$ cat config.mk
export PLATFORM = sky130hd
export DESIGN_NAME = excp_mret_ctrl
export DESIGN_NICKNAME = d
export VERILOG_FILES = /design/src/rtl/excp_mret_ctrl.sv
export SDC_FILE = /design/constraint.sdc
export NUM_CORES = 1
export LEC_CHECK = 0
export BUFFER_PORTS_ARGS = -buffer_cell sky130_fd_sc_hd__buf_2
export CAP_MARGIN = 20
export CORE_MARGIN = 2
export CORE_UTILIZATION = 35
export CTS_CLUSTER_DIAMETER = 30
export CTS_CLUSTER_SIZE = 16
export DETAILED_ROUTE_END_ITERATION = 10
export PLACE_DENSITY_LB_ADDON = 0.12
export RECOVER_POWER = 25
export SLEW_MARGIN = 40
export SYNTH_ARGS = -nofsm -noshare
export SYNTH_HDL_FRONTEND = slang
export SYNTH_SLANG_ARGS = --single-unit
$ cat constraint.sdc
create_clock -name clk -period 1.95 [get_ports clk]
set_clock_uncertainty 0.2 [all_clocks]
set_input_delay 0.195 -clock clk [delete_from_list [all_inputs] [get_ports clk]]
set_output_delay 0.195 -clock clk [all_outputs]
set_load 0.05 [all_outputs]
$ cat src/rtl/excp_mret_ctrl.sv
// Trap-return sequencer: waits for mepc to commit, flushes the pipe, then
// redirects fetch to mepc and restores mstatus.MIE from MPIE in one pulse.
module excp_mret_ctrl #(
  parameter int unsigned XLEN         = 32,
  parameter int unsigned FLUSH_CYCLES = 2
) (
  input  logic            clk,
  input  logic            reset,
  input  logic            mret_e,
  input  logic            excp_e,
  input  logic            mepc_wr_pend,
  input  logic [XLEN-1:0] mepc_in,
  input  logic            mpie_in,
  output logic            flush_req,
  output logic            stall_e,
  output logic            redirect_valid,
  output logic [XLEN-1:0] redirect_pc,
  output logic            mstatus_wen,
  output logic            mie_new,
  output logic            mpie_new,
  output logic            busy
);

  localparam int unsigned CNT_W = 4;
  localparam logic [CNT_W-1:0] CNT_LOAD = CNT_W'(FLUSH_CYCLES - 1);
  localparam logic [XLEN-1:0]  PC_MASK  = ~XLEN'(3);

  localparam logic [1:0] S_IDLE     = 2'd0;
  localparam logic [1:0] S_WAIT_CSR = 2'd1;
  localparam logic [1:0] S_FLUSH    = 2'd2;
  localparam logic [1:0] S_REDIRECT = 2'd3;

  logic [1:0]       state_q, state_d;
  logic [CNT_W-1:0] cnt_q, cnt_d;
  logic [XLEN-1:0]  target_q, target_d;
  logic             mpie_cap_q, mpie_cap_d;
  logic             flush_q, flush_d;
  logic             redir_q, redir_d;
  logic [XLEN-1:0]  redir_pc_q, redir_pc_d;
  logic             mie_new_q, mie_new_d;
  logic             mpie_new_q, mpie_new_d;
  logic             busy_q, busy_d;

  // State and registered outputs; reset aborts any sequence with no side effect
  always_ff @(posedge clk or negedge reset) begin
    if (!reset) begin
      state_q    <= S_IDLE;
      cnt_q      <= '0;
      target_q   <= '0;
      mpie_cap_q <= 1'b0;
      flush_q    <= 1'b0;
      redir_q    <= 1'b0;
      redir_pc_q <= '0;
      mie_new_q  <= 1'b0;
      mpie_new_q <= 1'b0;
      busy_q     <= 1'b0;
    end else begin
      state_q    <= state_d;
      cnt_q      <= cnt_d;
      target_q   <= target_d;
      mpie_cap_q <= mpie_cap_d;
      flush_q    <= flush_d;
      redir_q    <= redir_d;
      redir_pc_q <= redir_pc_d;
      mie_new_q  <= mie_new_d;
      mpie_new_q <= mpie_new_d;
      busy_q     <= busy_d;
    end
  end

  // Next state; stall_e is combinational so E holds in the mret cycle itself
  always_comb begin
    state_d    = state_q;
    cnt_d      = cnt_q;
    target_d   = target_q;
    mpie_cap_d = mpie_cap_q;
    stall_e    = 1'b0;

    case (state_q)
      S_IDLE: begin
        if (mret_e && !excp_e) begin
          if (mepc_wr_pend) begin
            stall_e = 1'b1;
            state_d = S_WAIT_CSR;
          end else begin
            target_d   = mepc_in & PC_MASK;
            mpie_cap_d = mpie_in;
            cnt_d      = CNT_LOAD;
            state_d    = S_FLUSH;
          end
        end
      end
      S_WAIT_CSR: begin
        if (mepc_wr_pend) begin
          stall_e = 1'b1;
        end else begin
          target_d   = mepc_in & PC_MASK;
          mpie_cap_d = mpie_in;
          cnt_d      = CNT_LOAD;
          state_d    = S_FLUSH;
        end
      end
      S_FLUSH: begin
        if (cnt_q == '0) begin
          state_d = S_REDIRECT;
        end else begin
          cnt_d = cnt_q - CNT_W'(1);
        end
      end
      S_REDIRECT: state_d = S_IDLE;
      default:    state_d = S_IDLE;
    endcase

    flush_d    = (state_d == S_FLUSH) || (state_d == S_REDIRECT);
    redir_d    = (state_d == S_REDIRECT);
    busy_d     = (state_d != S_IDLE);
    redir_pc_d = redir_d ? target_q   : redir_pc_q;
    mie_new_d  = redir_d ? mpie_cap_q : mie_new_q;
    mpie_new_d = redir_d ? 1'b1       : mpie_new_q;
  end

  assign flush_req      = flush_q;
  assign redirect_valid = redir_q;
  assign redirect_pc    = redir_pc_q;
  assign mstatus_wen    = redir_q;
  assign mie_new        = mie_new_q;
  assign mpie_new       = mpie_new_q;
  assign busy           = busy_q;

endmodule

== Word level (Yosys, flattened, before mapping) ==
Index checks and enable logic that the tools add are counted.
Word-level totals
  register bits: 76
  input bits: 38
  output and inout port bits: 39
  word-level logic and storage cells: 46
Operators by class
  add/subtract/negate cells: 1
  equality and inequality tests: 7
  mux-type cells: 18
  reduce and logical (&&, ||, !) cells: 10
Operators by type and width (number)
  32-bit 2-to-1 mux: 2
  32-bit case mux with 2 select lines: 1
  4-bit 2-to-1 mux: 3
  4-bit case mux with 3 select lines: 1
  2-bit equality test, second input constant: 4
  2-bit 2-to-1 mux: 4
  2-bit case mux with 4 select lines: 1
  4-bit logical NOT: 1
  1-bit 2-to-1 mux: 4
  2-bit inequality test, second input constant: 2
  1-bit case mux with 2 select lines: 2
  2-bit nonzero test: 2
  4-bit by 1-bit subtractor with 4-bit output, second input constant: 1
  3-bit AND reduction: 1
  3-bit nonzero test: 1
  2-bit by 1-bit equality test with 1-bit output, second input constant: 1
  2-bit logical NOT: 1
  2-bit AND reduction: 1
  1-bit logical AND: 1
  1-bit logical NOT: 1
  1-bit logical OR: 1

== Logic depth before layout (Yosys ltp) ==
Gate-level depths: netlist of run 1.
  word-level depth: 6
  mapped depth: 7

== Worst setup path before layout of run 1 ==
No wires, ideal clock.
  path type: register to output
  from: reg, netlist name flush_req
  to: out stall_e
  arrival: 1784 ps
  required time: 1555 ps
  setup slack: -229 ps
  cell stages (with the launch flop): 2
  buffers on the path: 0
  cell sequence: dfrtp_1 > nor3_1
RTL lines
  end: declaration: line 15  | output logic stall_e,

== Worst setup path after layout of run 1 ==
  from: reg cnt_q[1]
  to: reg redir_pc_q[7], in the netlist redirect_pc[7]
On the way
  word-level cells in the longest chain between the ends: 4
Ends and longest elaborated chain
  start: declaration: line 34  | logic [CNT_W-1:0] cnt_q, cnt_d;
  start signal: assignment: line 59  | cnt_q <= cnt_d;
  4-bit logical NOT: line 104  | if (cnt_q == '0) begin
  2-bit 2-to-1 mux: line 104
  2-bit case mux with 4 select lines: line 79  | case (state_q)
  2-bit equality test: line 115  | redir_d = (state_d == S_REDIRECT);
  end signal: assignment: line 64  | redir_pc_q <= redir_pc_d;
  end: declaration: line 39  | logic [XLEN-1:0] redir_pc_q, redir_pc_d;
No other way between the ends.
A chain may end at the register's enable or synchronous reset.

==> results of run 1 <==
metrics by stage:
| step | hold WS [ps] | util |
|---|---|---|
| final | 121.3 | 0.5035 |
| after global routing | 127.0 | 0.5035 |
| after CTS | 96.62 | 0.4953 |
| after detailed placement | -70.40 | 0.4278 |
| after global placement | -71.32 | 0.4278 |
| after floorplan | -300.6 | - |
Yosys cell counts (3+ instances only):
master and number:
o211ai_1 3, buf_2 4, a21oi_1 3, mux2_2 36
mux2_4 26, dfrtp_1 71, inv_1 7, nor2_1 3
buf_4 3
registers in the layout, indices dropped and copies added, names as in the netlist:
signal,cells
redirect_pc,30
state_q,1
cnt_q,4
mstatus_wen,1
flush_req,1
target_q,30
mpie_cap_q,1
busy,1
mpie_new,1
mie_new,1
layout by cell type (no fill, tap or decap), drive strengths merged:
cell	Yosys	layout
inv	7	7
mux2	62	62
nor3	2	2
dlygate4sd3	0	34
clkbuf	0	16
a21oi	3	3
o221a	1	1
conb	1	2
or3	1	1
nand2	2	2
o211a	1	1
o31ai	1	1
bufinv	0	2
nand2b	3	3
dfrtp	71	71
clkinv	0	2
nand4b	2	2
ha	2	2
nor2b	2	2
nor2	3	3
buf	11	86
o41ai	1	1
o211ai	3	3
or4	1	1
or2b	1	1
o21ai	1	1
how the worst max path moves through the flow:
stage,start,endpoint,slack [ps],cells after the start
after floorplan,cnt_q[0],redirect_pc[10],8,7
after global placement,cnt_q[0],redirect_pc[24],-30,6
after detailed placement,cnt_q[1],redirect_pc[23],-50,6
after CTS,excp_e,target_q[7],20,6
after global routing,cnt_q[1],redirect_pc[29],-20,6
final,cnt_q[1],redirect_pc[7],50,6
metal layers:
layer / wire, um / vias to the layer above
met5: 0 / -
met1: 2672 / 897
li1: - / 882
met2: 2598 / 47
met3: 304 / 6
met4: 60 / 0
area by class of cell:
cell class | instances | area (um^2)
clock buffers | 12 | 135.1
clock inverters | 4 | 70.07
fillers | 730 | 4039
inverters | 7 | 26.28
multi-input cells | 94 | 1045
flip-flops and latches | 71 | 1778
well taps | 105 | 131.4
repair buffers | 124 | 909.6
logic make-up (layout without fill, tap and decap cells):
group                      after synthesis  in the layout
AOI/OAI and AO/OA                       11             11
adders and majority gates                2              2
buffers and inverters                   18            147
DFF                                     71             71
muxes                                   62             62
other                                    1              2
and+or+nand+nor                         17             17
what timing repair did:
item,CTS,global route
endpoints found under the setup margin,32,16
gates resized for setup,1,6
pin swaps,0,3
buffers inserted,0,1
hold endpoints to repair,74,0
cloned,0,2
hold buffers,34,0
report_power, final:
| part | switching, uW | internal (uW) | total, uW |
|---|---|---|---|
| Clock | 525 | 718 | 1240 |
| Combinational | 2070 | 1510 | 3580 |
| Sequential | 363 | 2200 | 2570 |
worst register-to-register path: stages (launching register included):
cell      delay (ps)
dfrtp_1          390
inv_2             80
ha_4             150
nand2b_4          50
or3_4            430
buf_12           180
mux2_4           310
==> impl_results.md, run 1 <==
* Post-synthesis simple-gate area fraction at 0.03478
* Flop-to-flop setup slack at 50 ps
* # port buffers at 72
* CP Launch Type: flop
* # placed instances at 364
* Crit Path Class: reg -> reg
* Hold Path Origin: mret_e
* Final setup fails at 0
* CP top delay family: simple AND/OR/NAND/NOR gates
* Inserted Diodes at 0
* Worst VDD drop at between 0.6 and 0.7 mV
* Main combinational cell family by area after synthesis: multiplexers
* Global route overflow at 0
* Worst Tran Pin Value at approximately 800 ps
* Min-delay worst type: in -> reg
* Synth Warn # at 0
* Global routing usage on met1 at 0.1726
* Largest net degree at the start of global routing at 31
* Synth Area in Compound Gates at 0.02748
* CTS Buf Count at 9
* First-pass GRT wire length at between 8 and 9 mm
* Tcrit/Tclk final at 0.9738
* Drt wl/cell at 13.51 um
* Layout Cells excl Fill at roughly 420
* Count of pins over their slew limit at 0
* Vias post-DR at 1832
* Post-Syn Area per Cell at roughly 16 um^2
* Mapped Area at 2914 um^2
* Global-route usage over all layers at 0.1321
* Slew margin rel. at 0.4758
* Worst path bufs/invs at 2
* Multiplexer share of the synthesized area at 0.2731
* Total power at 7389 uW
* Sequential element share of the synthesized area at 0.6097
* Power Dens Cells at 1804 nW/um^2
* Fin crit period at 1899 ps
* CTS tree: done
* Xor and xnor area share after synthesis at 0
* Final worst setup slack at 51.17 ps
* GR Util met2 at 0.1989
* Outcome: finished clean
* Final-report hold violation count at 0
* Layout cell share with drive strength beyond 1 at 0.5545
* Unrepaired setup endpoints after global routing: true
* Adder-Cell Fraction of Synth Area at 0.008587
* Top-area cell type share of the netlist area at 0.6097
* Setup total negative slack at 0 ps
* CTS H-tree depth at 3
* Place WS at -52.10 ps
* DP Area at 3480 um^2
* Crit end category: flop
* Worst EP arrival at approximately 1900 ps
* Skew-Pair Late Insertion Delay at 330 ps
* Delay of the slowest cell on the worst path at between 400 and 500 ps
* Yosys reg bits at 71
* DIE AREA at 9072 um^2
* CP required at just under 2000 ps
* Met3 Usage GRT at 0.04743
* P&R area growth vs syn at 40.53%
* Clock sink total at 71
* Net count, final at roughly 350
* MaxCap Viol Count at 0
* Reg-to-Reg End: redirect_pc[7]
* Post-synth top area cell: dfrtp_1
* Fmax at 526.6 MHz
* Vias/cell at about 4.4
* Worst R2R Start: cnt_q[1]
* Hold EP: busy
* Boundary Pins at slightly below 80
* Primary flip-flop cell chosen by synthesis mapping: dfrtp_1
* Synth top area cells: dfrtp_1 61%, mux2_2 14%, mux2_4 13%
* Vias in the first global route at about 1800
* Hold path cells at 4
* Initial drt markers at 25
* Global route hottest layer: met2
* Sequence of cells on the critical path: inv_2, ha_4, nand2b_4, or3_4, buf_12, mux2_4
* Clock-pin slew on the worst setup and hold paths at approximately 70 ps
* Core box area at between 8000 and 9000 um^2
* FF-to-FF path depth at 6
* DPL Wire Length at 3.668 mm
* Detailed Route WL at ~5.6 mm
* Max stage delay cell, worst path: or3_4
* Leak at between 0.002 and 0.0025 uW
* Clock tree buffer depth at 2
* Fin area at approximately 4000 um^2
* Detailed Routing Iterations Pass 1 at 3
* Cells after Synth at 182
* CP max FO at 14
* Number of flops mapped to enable cells by yosys at 0
* Die X at 95.25 um
* CTS root buf: clkbuf_8
* Die height at 95.25 um
* Detail Route Antenna Nets at 0
* Initial Util at 0.3583
* Site row count at 33
* Post-route DRC at 0
* Final GP Congestion at 0.6848
* Asr flop ratio synth at 1.000
* Unique cell type count in the Yosys netlist at 27
* Number of antenna violations at the first check in global routing at 0
Note: power is estimated with default switching activity, not from simulation.
==> inputs of run 2 (changes only) <==
==> constraint.sdc (replaced) <==
create_clock -name clk -period 1.8 [get_ports clk]
set_clock_uncertainty 0.2 [all_clocks]
set_input_delay 0.18 -clock clk [delete_from_list [all_inputs] [get_ports clk]]
set_output_delay 0.18 -clock clk [all_outputs]
set_load 0.05 [all_outputs]
==> impl_results.md, run 2 (synthesis results as in run 1) <==
* Drt wl/cell at roughly 13 um
* Switching share of power at 0.3965
* Detailed Routing Iterations Pass 1 at 4
* Reg-to-Reg End: redirect_pc[9]
* Worst R2R Start: cnt_q[1]
* Final setup fails at 32
* Tcrit/Tclk final at 1.032
* First-pass GRT wire length at approximately 9 mm
* P&R area growth vs syn at 42.04%
* Clock tree buffer depth at 2
* Detailed Route WL at 5.586 mm
* Site row count at 33
* Flop-to-flop setup slack at -60 ps
* DIE AREA at 9072 um^2
* CTS root buf: clkbuf_8
* CTS tree: done
* Hold Path Origin: excp_e
* CTS H-tree depth at 3
* FF-to-FF path depth at 6
* Clock Power Share at 0.177
* Post-route DRC at 0
* Worst Setup EP: redirect_pc[9]
* Clock-pin slew on the worst setup and hold paths at 70 ps
* Worst VDD drop at 0.8578 mV
* Core box area at a little over 8000 um^2
* Most frequent cells in the layout: 71 x buf_2, 70 x dfrtp_1, 36 x mux2_2
* Layout cell share with drive strength beyond 1 at 0.5687
* Crit Path Class: reg -> reg
* CP required at approximately 1800 ps
* Die height at 95.25 um
* Worst Tran Pin Value at slightly below 1000 ps
* Outcome: finished with violations
* Final GP Congestion at roughly 0.68
* Min-delay worst type: in -> reg
* Detail Route Antenna Nets at 0
* Layout fillers at between 700 and 800
* Slew margin rel. at 0.3556
* Power Dens Cells at 1972 nW/um^2
* Fmax at 538.6 MHz
* Fin crit period at 1857 ps
* Total power at 8163 uW
* Final-report hold violation count at 0
* CP max FO at 12
* DPL Wire Length at approximately 3.5 mm
* Crit end category: flop
* Worst Setup SP: cnt_q[1]
* Switching pwr at about 3200 uW
* Largest net degree at the start of global routing at between 70 and 80
* Unrepaired setup endpoints after global routing: true
* Global route overflow at 0
* DP Area at approximately 3500 um^2
* MaxCap Viol Count at 0
* Die X at roughly 95 um
* Combinational share of power at 0.482
* Initial drt markers at 45
* # port buffers at 72
* Final worst setup slack at -56.80 ps
* Failing checks: negative setup slack
* Vias in the first global route at 1897
* Vias/cell at around 4.4
* Seq pwr share at 0.341
* Clock sink total at 71
* Boundary Pins at 77
* Commonest non-fill, non-tap cell in the layout: buf_2
* CP Launch Type: flop
* Global-route usage over all layers at 0.1326
* Count of pins over their slew limit at 0
* Number of antenna violations at the first check in global routing at 0
* Leak at 0.002042 uW
* Skew-Pair Late Insertion Delay at 340 ps
* Net count, final at between 300 and 400
* Inserted Diodes at 0
* CTS Buf Count at 9
* Final core occ at 0.5088
* Fin area at approximately 4100 um^2
* Vias post-DR at 1835
* Initial Util at 0.3583
* Pint at approximately 4900 uW
* Worst EP arrival at around 1900 ps
==> run 2: cell count changes in the layout (fill, tap and decap cells not counted), moves of 2 or more <==
cell and delta:
buf_4 -2, clkbuf_16 -2, clkbuf_8 +2, clkbuf_1 -4
buf_6 +4, clkinvlp_4 +2
==> run 2: worst min-delay path by stage <==
stage                                 end  slack [ps]  cells after the start
after CTS                      state_q[0]         140                      4
after detailed placement  redirect_pc[28]          40                      2
after floorplan                      busy        -320                      0
after global routing           state_q[0]         180                      4
after global placement       target_q[26]          40                      2
final                          state_q[0]         150                      4
==> run 2: power groups by stage <==
stage               sequential [uW]  combinational, uW  clock (uW)
floorplan                      4130               1580           0
global placement               2820               3750           0
detailed placement             2820               3800           0
CTS                            2800               3950        1510
global route                   2900               4170        1570
finish                         2790               3940        1440
==> run 2: worst max-delay path, stage by stage, from the launching register on <==
cell and delay (ps):
dfrtp_1 390, inv_2 80, ha_4 150, nand2b_4 50
or3_4 390, buf_12 180, mux2_4 290
==> run 2: area by class of cell <==
class | instances | area [um^2] | area share
Multi-Input combinational cell | 94 | 1051 | 0.2539
Sequential cell | 71 | 1780 | 0.4302
Inverter | 7 | 26.28 | 0.006348
Clock buffer | 11 | 151.4 | 0.03658
Timing Repair Buffer | 125 | 918.4 | 0.2219
Tap cell | 105 | 131.4 | 0.03174
Clock inverter | 5 | 80.08 | 0.01935
==> run 2: what timing repair did <==
item                       4_1_cts  5_1_grt
hold buffers                    34        0
hold endpoints to repair       104        0
gates resized for setup          6        2
cloned                           1        0
setup endpoints to repair       33       33
buffers inserted                 1        1
pin swaps                        2        1
==> run 2: routing by layer <==
layer	part of all wire	global-route usage	wire [um]	vias up
li1	-	-	-	881
met1	0.46	0.1671	2574	896
met2	0.47	0.2089	2613	51
met3	0.056	0.04980	315	7
met4	0.015	0.04710	82	0
met5	0	0	0	-
==> run 2: through the flow <==
step | worst slack, ps | instances | hold slack (ps) | TNS (ps)
final | -56.80 | 418 | 148.8 | -1443
after global routing | -99.53 | 418 | 184.8 | -2699
after CTS | -64.84 | 417 | 139.3 | -1707
after detailed placement | -192.6 | 365 | 41.28 | -5748
after global placement | -175.9 | 365 | 44.10 | -5376
after floorplan | -135.1 | 183 | -315.6 | -3611
==> inputs of run 3 (changes only) <==
--- a/config.mk
+++ b/config.mk
@@ -5,6 +5,7 @@
 export SDC_FILE = /design/constraint.sdc
 export NUM_CORES = 1
 export LEC_CHECK = 0
+export ABC_AREA = 1
 export BUFFER_PORTS_ARGS = -buffer_cell sky130_fd_sc_hd__buf_2
 export CAP_MARGIN = 20
 export CORE_MARGIN = 2
==> impl_results.md, run 3 <==
* Hold EP: state_q[0]
* Worst Tran Pin Value at 943.1 ps
* CP required at approximately 1400 ps
* Xor and xnor area share after synthesis at 0.003051
* Post-synth top area cell: dfrtp_1
* Final setup fails at 0
* Detailed Routing Iterations Pass 1 at 4
* CP Launch Type: flop
* Boundary Pins at 77
* Post-synthesis simple-gate area fraction at 0.2864
* Total power at about 7400 uW
* Drt wl/cell at 11.94 um
* Multiplexer share of the synthesized area at 0
* Fin crit period at 1690 ps
* Initial Util at 0.3547
* FF-to-FF path depth at 7
* Hold Path Origin: mret_e
* Layout cell share with drive strength beyond 1 at 0.2385
* Unrepaired setup endpoints after global routing: false
* Yosys reg bits at 71
* CTS H-tree depth at 3
* Reg-to-Reg End: redirect_pc[28]
* Delay of the slowest cell on the worst path at 460 ps
* Top-area cell type share of the netlist area at 0.6190
* Fmax at 591.8 MHz
* Sequential element share of the synthesized area at 0.6190
* Detail Route Antenna Nets at 0
* DIE AREA at 8941 um^2
* Leak at about 0.0021 uW
* Commonest non-fill, non-tap cell in the layout: nand2_1
* Vias post-DR at 2363
* # port buffers at between 70 and 80
* Crit end category: output pin
* Final worst setup slack at ~110 ps
* Skew-Pair Late Insertion Delay at 340 ps
* Setup total negative slack at 0 ps
* Mapped Area at 2870 um^2
* Min-delay worst type: in -> reg
* CTS tree: done
* Count leader, synth: nand2_1
* Flop-to-flop setup slack at 220 ps
* CTS Buf Count at 9
* Global-route usage over all layers at 0.1605
* Tcrit/Tclk final at 0.9388
* MaxCap Viol Count at 0
* Worst R2R Start: cnt_q[0]
* CP top delay family: flip-flops
* Synth Area in Compound Gates at 0.02267
* Largest net degree at the start of global routing at 40
* Detailed Route WL at 6.462 mm
* Adder-Cell Fraction of Synth Area at 0.008718
* Unique cell type count in the Yosys netlist at 21
* P&R area growth vs syn at 34.31%
* Die height at 94.56 um
* Max stage delay cell, worst path: dfrtp_1
* Final core occ at 0.4763
* WP depth at 4
* DPL Wire Length at between 4 and 5 mm
* Outcome: finished clean
* Number of flops mapped to enable cells by yosys at 0
* Post-Syn Area per Cell at 8.970 um^2
* Initial drt markers at 87
* Slew margin rel. at 0.3713
* Final GP Congestion at 0.7361
* First-pass GRT wire length at about 11 mm
* Die X at 94.56 um
* Net count, final at 472
* Global route overflow at 0
* Primary flip-flop cell chosen by synthesis mapping: dfrtp_1
* Core box area at ~8100 um^2
* Synth top cells by count: 154 x nand2_1, 71 x dfrtp_1, 29 x nand3_1
* Sequence of cells on the critical path: inv_2, nand3_1, inv_1, clkbuf_4
* Site row count at 33
* Crit Path Class: reg -> out
* Most frequent cells in the layout: 154 x nand2_1, 71 x dfrtp_1, 70 x buf_2
* Clock-pin slew on the worst setup and hold paths at 70 ps
* Hold path cells at 5
* CTS root buf: clkbuf_8
* Cells after Synth at 320
* Synth Warn # at 0
* Final-report hold violation count at 0
* Vias in the first global route at 2290
* Power Dens Cells at 1916 nW/um^2
* Number of antenna violations at the first check in global routing at 0
* Clock tree buffer depth at 2
* Main combinational cell family by area after synthesis: simple AND/OR/NAND/NOR gates
* Worst path bufs/invs at 3
* Inserted Diodes at 0
* Asr flop ratio synth at 1.000
* CP max FO at 5
* Vias/cell at around 4.4
* Clock sink total at between 70 and 80
* Place WS at 166.7 ps
* Post-route DRC at 0
* Synth top area cells: dfrtp_1 62%, nand2_1 20%, nand3_1 5.1%
* Count of pins over their slew limit at 0
* Worst EP arrival at ~1300 ps
* Worst VDD drop at 0.7532 mV
[run 3: area by class of cell]
type | instances | area, um^2
multi-input cells | 218 | 928.4
fillers | 846 | 4238
repair buffers | 117 | 797.0
clock inverters | 4 | 22.52
flip-flops and latches | 71 | 1777
well taps | 105 | 131.4
clock buffers | 11 | 141.4
inverters | 15 | 57.56
[run 3: metal layers]
layer | vias to the layer above | GRT usage | wire [um]
met2 | 55 | 0.2595 | 3080
met3 | 8 | 0.04469 | 293
met5 | - | 0 | 0
li1 | 1201 | - | -
met1 | 1099 | 0.2009 | 2991
met4 | 0 | 0.07246 | 96
[run 3: logic make-up after synthesis]
| logic type | after synthesis |
|---|---|
| other | 1 |
| buffers and inverters | 32 |
| AOI/OAI and AO/OA | 13 |
| and+or+nand+nor | 200 |
| xor gates and xnor gates | 1 |
| DFF | 71 |
| adders and majority gates | 2 |
[run 3: tightest hold or removal path: stages]
cell and delay [ps]:
buf_2 70, nand2_1 60, nand2_1 70, nand3_1 90, nand2_1 70
[run 3: power breakdown]
group / total, uW / switching (uW) / internal, uW
clock: 1100 / 574 / 523
sequential: 2740 / 384 / 2360
combinational: 3550 / 2560 / 982
[run 3: worst max path at each step]
stage | from | end | slack [ps]
floorplan | flush_req | cnt_q[1] | 120
global placement | cnt_q[0] | cnt_q[3] | 180
detailed placement | cnt_q[0] | cnt_q[2] | 170
CTS | state_q[0] | stall_e | 50
global route | flush_req | stall_e | 9
finish | flush_req | stall_e | 110
[run 3: what timing repair did]
item / CTS / global route
endpoints found under the hold margin: 68 / 0
hold buffers: 33 / 0
resized for setup: 0 / 2
setup buffers: 0 / 1
setup endpoints to repair: 0 / 4
[run 3: through the flow]
| stage | instance area, um^2 | hold WS (ps) | instances |
|---|---|---|---|
| global route | 3855 | 87.20 | 541 |
| floorplan | 2874 | -315.6 | 321 |
| detailed placement | 3352 | -11.55 | 492 |
| global placement | 3352 | -12.55 | 492 |
| CTS | 3846 | 29.55 | 540 |
| finish | 3855 | 37.13 | 541 |
